==> src/rtl/csr_uart.sv <==
// Console UART behind a single CSR address: TX bytes queue in a small FIFO and leave as 8N1 frames,
// RX frames land in a one-byte holding register that software polls and pops.
module csr_uart #(
    parameter logic [11:0] BASE_ADDR     = 12'hBC0,
    parameter int          BAUD_DIV      = 16,
    parameter int          TX_DEPTH_LOG2 = 2
) (
    input  logic        clk,
    input  logic        rstn,
    input  logic        read,
    input  logic [2:0]  modify,
    input  logic [31:0] wdata,
    input  logic [11:0] addr,
    output logic [31:0] rdata,
    output logic        valid,
    input  logic        rx,
    output logic        tx
);

    // tx FSM  state   | meaning
    //         T_IDLE  | line high, waiting for a queued byte
    //         T_START | start bit (low)
    //         T_DATA  | eight data bits, LSB first
    //         T_STOP  | stop bit (high); may chain straight into the next start bit
    // rx FSM  R_IDLE  | waiting for a falling edge on the synchronised line
    //         R_START | half a bit in, confirming the start bit
    //         R_DATA  | sampling eight data bits at mid-bit
    //         R_STOP  | sampling the stop bit; a high stop bit commits the byte
    typedef enum logic [1:0] {T_IDLE, T_START, T_DATA, T_STOP} tx_state_t;
    typedef enum logic [1:0] {R_IDLE, R_START, R_DATA, R_STOP} rx_state_t;

    localparam int          D         = 1 << TX_DEPTH_LOG2;
    localparam int          PW        = TX_DEPTH_LOG2 + 1;
    localparam logic [15:0] BIT_LOAD  = 16'(BAUD_DIV - 1);
    localparam logic [15:0] HALF_LOAD = 16'(BAUD_DIV / 2 - 1);

    logic [11:0]   q_addr;
    logic          sel;
    logic          pop;
    logic          rx_valid;
    logic          overrun;
    logic [7:0]    rx_byte;
    logic          tx_full;
    logic          fifo_empty;
    logic          enq;
    logic          deq;
    logic [PW-1:0] wr_ptr;
    logic [PW-1:0] rd_ptr;
    logic [PW-1:0] count;
    logic [7:0]    fifo_mem [D];
    logic          unused_wdata;

    tx_state_t     tx_state, tx_state_nx;
    logic [15:0]   tx_cnt;
    logic [2:0]    tx_bit;
    logic [7:0]    tx_shift;

    rx_state_t     rx_state, rx_state_nx;
    logic          rx_m, rx_s, rx_prev;
    logic [15:0]   rx_cnt;
    logic [2:0]    rx_bit;
    logic [7:0]    rx_shift;
    logic          frame_good;

    assign unused_wdata = ^wdata[31:8];

    always_ff @(posedge clk) begin
        if (!rstn) begin
            q_addr <= '0;
            valid  <= 1'b0;
        end else begin
            q_addr <= addr;
            valid  <= read && (addr == BASE_ADDR);
        end
    end

    assign sel   = (q_addr == BASE_ADDR);
    assign rdata = valid ? {21'b0, overrun, tx_full, rx_valid, rx_byte} : 32'b0;
    assign pop   = valid && rx_valid;

    assign count      = wr_ptr - rd_ptr;
    assign tx_full    = (count == PW'(D));
    assign fifo_empty = (wr_ptr == rd_ptr);
    // A dequeue in the same cycle frees the slot, so a write to a full FIFO still lands.
    assign enq        = (modify == 3'd1) && sel && (!tx_full || deq);

    always_ff @(posedge clk) begin
        if (!rstn) begin
            wr_ptr <= '0;
            rd_ptr <= '0;
        end else begin
            if (enq) wr_ptr <= wr_ptr + PW'(1);
            if (deq) rd_ptr <= rd_ptr + PW'(1);
        end
    end

    always_ff @(posedge clk) begin
        if (enq) fifo_mem[wr_ptr[TX_DEPTH_LOG2-1:0]] <= wdata[7:0];
    end

    always_comb begin
        tx_state_nx = tx_state;
        deq         = 1'b0;
        tx          = 1'b1;
        case (tx_state)
            T_IDLE: begin
                if (!fifo_empty) begin
                    deq         = 1'b1;
                    tx_state_nx = T_START;
                end
            end
            T_START: begin
                tx = 1'b0;
                if (tx_cnt == 16'd0) tx_state_nx = T_DATA;
            end
            T_DATA: begin
                tx = tx_shift[0];
                if (tx_cnt == 16'd0 && tx_bit == 3'd7) tx_state_nx = T_STOP;
            end
            T_STOP: begin
                if (tx_cnt == 16'd0) begin
                    if (!fifo_empty) begin
                        deq         = 1'b1;
                        tx_state_nx = T_START;
                    end else begin
                        tx_state_nx = T_IDLE;
                    end
                end
            end
            default: tx_state_nx = T_IDLE;
        endcase
    end

    always_ff @(posedge clk) begin
        if (!rstn) begin
            tx_state <= T_IDLE;
            tx_cnt   <= '0;
            tx_bit   <= '0;
            tx_shift <= '0;
        end else begin
            tx_state <= tx_state_nx;
            if (deq) begin
                tx_shift <= fifo_mem[rd_ptr[TX_DEPTH_LOG2-1:0]];
                tx_cnt   <= BIT_LOAD;
                tx_bit   <= '0;
            end else if (tx_state != T_IDLE) begin
                if (tx_cnt == 16'd0) begin
                    tx_cnt <= BIT_LOAD;
                    if (tx_state == T_DATA) begin
                        tx_shift <= tx_shift >> 1;
                        tx_bit   <= tx_bit + 3'd1;
                    end
                end else begin
                    tx_cnt <= tx_cnt - 16'd1;
                end
            end
        end
    end

    always_ff @(posedge clk) begin
        if (!rstn) begin
            rx_m    <= 1'b1;
            rx_s    <= 1'b1;
            rx_prev <= 1'b1;
        end else begin
            rx_m    <= rx;
            rx_s    <= rx_m;
            rx_prev <= rx_s;
        end
    end

    always_comb begin
        rx_state_nx = rx_state;
        frame_good  = 1'b0;
        case (rx_state)
            R_IDLE: begin
                if (rx_prev && !rx_s) rx_state_nx = R_START;
            end
            R_START: begin
                if (rx_cnt == 16'd0) rx_state_nx = rx_s ? R_IDLE : R_DATA;
            end
            R_DATA: begin
                if (rx_cnt == 16'd0 && rx_bit == 3'd7) rx_state_nx = R_STOP;
            end
            R_STOP: begin
                if (rx_cnt == 16'd0) begin
                    rx_state_nx = R_IDLE;
                    frame_good  = rx_s;
                end
            end
            default: rx_state_nx = R_IDLE;
        endcase
    end

    // Idle keeps the half-bit count preloaded so the first tick lands mid start bit.
    always_ff @(posedge clk) begin
        if (!rstn) begin
            rx_state <= R_IDLE;
            rx_cnt   <= '0;
            rx_bit   <= '0;
            rx_shift <= '0;
        end else begin
            rx_state <= rx_state_nx;
            if (rx_state == R_IDLE) begin
                rx_cnt <= HALF_LOAD;
                rx_bit <= '0;
            end else if (rx_cnt == 16'd0) begin
                rx_cnt <= BIT_LOAD;
                if (rx_state == R_DATA) begin
                    rx_shift <= {rx_s, rx_shift[7:1]};
                    rx_bit   <= rx_bit + 3'd1;
                end
            end else begin
                rx_cnt <= rx_cnt - 16'd1;
            end
        end
    end

    always_ff @(posedge clk) begin
        if (!rstn) begin
            rx_valid <= 1'b0;
            overrun  <= 1'b0;
            rx_byte  <= '0;
        end else if (frame_good) begin
            rx_byte  <= rx_shift;
            rx_valid <= 1'b1;
            if (pop)           overrun <= 1'b0;
            else if (rx_valid) overrun <= 1'b1;
        end else if (pop) begin
            rx_valid <= 1'b0;
            overrun  <= 1'b0;
        end
    end

endmodule
==> config.mk <==
export PLATFORM = sky130hd
export DESIGN_NAME = csr_uart
export DESIGN_NICKNAME = d
export VERILOG_FILES = /design/src/rtl/csr_uart.sv
export SDC_FILE = /design/constraint.sdc
export NUM_CORES = 1
export LEC_CHECK = 0
export BUFFER_PORTS_ARGS = -buffer_cell sky130_fd_sc_hd__buf_2
export CORE_UTILIZATION = 40
export CTS_CLUSTER_DIAMETER = 80
export CTS_CLUSTER_SIZE = 30
export DETAILED_ROUTE_END_ITERATION = 6
export SLEW_MARGIN = 20
export SYNTH_ARGS = -nofsm -noshare
export SYNTH_HDL_FRONTEND = slang
export SYNTH_SLANG_ARGS = --single-unit
==> constraint.sdc <==
create_clock -name clk -period 2.7 [get_ports clk]
set_input_delay 0.27 -clock clk [delete_from_list [all_inputs] [get_ports clk]]
set_output_delay 0.27 -clock clk [all_outputs]
set_load 0.02 [all_outputs]
==> reports/results.ini <==
[pwr]
power.switching_uw=1370
switching_share_pct=26.1
p_leak_uw=0.00255
p_int_uw=3870
pwr-share-comb_pct=16.6
powerDensity_nw_per_um2=816
p_seq_share_pct=39.9
pwr-share-clk_pct=43.5
irDropWorstVdd_mv=0.380

[synth]
synth.area.mux_share_pct=7.02
synth_top_family_by_area=simple AND/OR/NAND/NOR gates
synth_edf_count=32
avgSynthCellArea_um2=10.5
synth-adder-area-share_pct=4.13
ys_ff_latch=124
synth_area_leaders=dfxtp_1 34%, edfxtp_1 18%, ha_1 4.1%
yosysUniqueCellTypes=54
yosysTopAreaCellShare_pct=33.8
synth-xor-area-share_pct=4.82
synth_area_um2=5450
ys.flop_type=dfxtp_1
synth_largest_area_cell=dfxtp_1
synth_compound_area_share_pct=6.26
syn_inst=520
synthArstFlopShare_pct=0
synth-simple-area-share_pct=20.0
seq_area_frac_synth_pct=51.4
yosysWarnings=0

[hold_path]
worstHoldPathType=input port to flip-flop

[clocking]
clk_latency_ns=0.42
tritoncts=done
numCtsBuffers=17
cts_buffer_depth=2
cts_max_level=4
post_cts_resized=0
cts.sinks=124
clk_pin_slew_ns=0.06
clock-root-buffer=clkbuf_16
hold_buffers=0
cts_post_setup_buffers_inserted=0

[outcome]
status=completed

[detailed_routing]
drt_wl_total_um=9630
final_antenna_net_count=0
drcViolationCount=0
dr.pass1.iters=4
vias=3670
vias_per_cell=4.85
drtIter0Drc=174
wl_per_cell_um=12.7

[grt]
grt_overflow_total=0
grt_pass1_vias=3489
antenna_found_initial=0
grt_first_pass_wirelength_um=16300
grt_max_degree=37
track_usage_pct=15.0

[critical_path]
cpPeakStageDelay_ns=0.67
crit_chain=or4_1 > nor4_4 > a32oi_2 > a21oi_2 > and2_1 > buf_12
cp_slowest_cell=or4_1
crit_arrival_ns=2.63
start_kind=flip-flop
critPathRequiredTime_ns=2.83
critPathKind=flip-flop to flip-flop
crit_path_end_kind=flip-flop
crit_fanout=8

[timing]
final.setup.tns_ns=0
grt_setup_unrepaired=no
finalHoldViolCount=0
holdWs_ns=0.0343
skew_ns=0.0128
setup_viol=0
fin_crit_sh_pct=92.5
period_minus_slack_ns=2.50
drv_slew=0
max_freq_mhz=400
tightest_slew_ns=0.594
maxSlewHeadroom_pct=60.4

[floorplan]
die_w_um=119
die_h_um=119
core_area_um2=13300
io_pins=85
placementRows=42
dieArea_um2=14100
start_util_pct=41.0

[placement]
place_area_um2=5820
numPortBuffers=39
placed_cells=725
hpwl_um=6490
gp_congestion=0.730

[layout]
fin_cells=757
drive_gt1_share_pct=18.6
fillers=1248
area_growth_pct=17.8
final_area_um2=6420
antennaDiodeCount=0
fin_nets=637

[job]
maxCapViolCount=0

[power by group through the flow]
stage                     Sequential, uW  Combinational (uW)  Clock, uW
after global routing                2110                 982       2420
after global placement              2130                 868          0
final                               2090                 871       2280
after CTS                           2090                 888       2330
after detailed placement            2130                 881          0
after floorplan                     2110                 718          0
[critical path, delay by kind of cell (launching register included)]
kind	cells	cell delay (ns)
compound gates	2	0.49
simple gates	3	1.24
buf+inv	1	0.14
flops	1	0.34
[metal layers]
metal / wire (um) / vias up / GRT usage (%)
met2: 4720 / 77 / 24.7
met5: 0 / - / 0
li1: - / 1861 / -
met3: 349 / 7 / 4.92
met4: 93 / 0 / 6.88
met1: 4470 / 1725 / 17.7
[registers in the layout, summed over array words and instances (netlist names), 2 cells and up, named ones only]
name and cells:
rx_cnt 16, wr_ptr 3, fifo_mem 32, tx_state 2, tx_cnt 16, rd_ptr 3, rx_shift 8, q_addr 12
tx_bit 3, tx_shift 8, rx_byte 8, rx_bit 3
[cells in the mapped netlist, types with 2 or more instances]
library cell,n
and2_1,27
nor4_1,5
a31oi_1,2
or3_1,7
edfxtp_1,32
buf_2,5
o21ai_1,2
o21ai_0,25
nor2b_1,6
ha_1,18
or4b_2,2
nand3_1,21
a21oi_1,18
nand4b_1,2
nor3_1,13
xnor2_1,20
buf_4,21
nor4b_1,3
buf_1,2
nand2b_1,6
inv_1,15
mux2_2,2
or2_2,3
nor4_4,2
nand2_1,38
or4_1,4
xor2_1,10
mux2i_1,18
clkbuf_1,11
and3_1,2
mux4_2,8
dfxtp_1,92
nor2_1,53
buf_6,5
[metrics by stage]
step / setup WS, ns / utilization [%] / power, uW
floorplan: 0.114 / - / 2820
global placement: 0.216 / 43.8 / 2990
detailed placement: 0.187 / 43.8 / 3010
CTS: 0.174 / 48.3 / 5310
global route: 0.00562 / 48.3 / 5510
finish: 0.201 / 48.3 / 5240
[logic make-up (layout without fill, tap and decap cells)]
kind of cell,count (synthesis),after routing
flops,124,124
fa+ha+maj,18,18
xor+xnor,30,30
other cells,1,21
buf+inv,59,100
mux,28,28
compound gates,58,58
simple gates,202,202
[layout make-up]
class | instances | area [um^2] | area share, %
Sequential cell | 124 | 2800 | 43.6
Tap cell | 176 | 220 | 3.43
Timing Repair Buffer | 53 | 363 | 5.65
Multi-Input combinational cell | 357 | 2380 | 37.1
Clock inverter | 15 | 175 | 2.73
Clock buffer | 17 | 425 | 6.62
Inverter | 15 | 56.3 | 0.876
[worst paths after layout]
kind / from / endpoint / slack (ns) / cells after the start
worst min-delay path: rx / rx_m / 0.03 / 2
worst max-delay path: tx_cnt[8] / fifo_mem[2][7] / 0.20 / 6
worst max register to register: tx_cnt[8] / fifo_mem[2][7] / 0.20 / 6
worst min register to register: rx_m / rx_s / 0.41 / 1
[layout by cell type, fill, tap and decap left out, types with 6 or more instances in the layout]
| master | instances |
|---|---|
| mux4_2 | 8 |
| xnor2_1 | 20 |
| dfxtp_1 | 92 |
| xor2_1 | 10 |
| conb_1 | 21 |
| buf_2 | 39 |
| nor2_1 | 53 |
| clkbuf_16 | 17 |
| edfxtp_1 | 32 |
| nand3_1 | 21 |
| mux2i_1 | 18 |
| a21oi_1 | 18 |
| nor2b_1 | 6 |
| inv_1 | 15 |
| clkinv_4 | 6 |
| nand2b_1 | 6 |
| buf_4 | 9 |
| nor3_1 | 13 |
| or3_1 | 7 |
| o21ai_0 | 25 |
| and2_1 | 27 |
| nand2_1 | 38 |
| ha_1 | 18 |
Note: power is estimated with default switching activity, not from simulation.
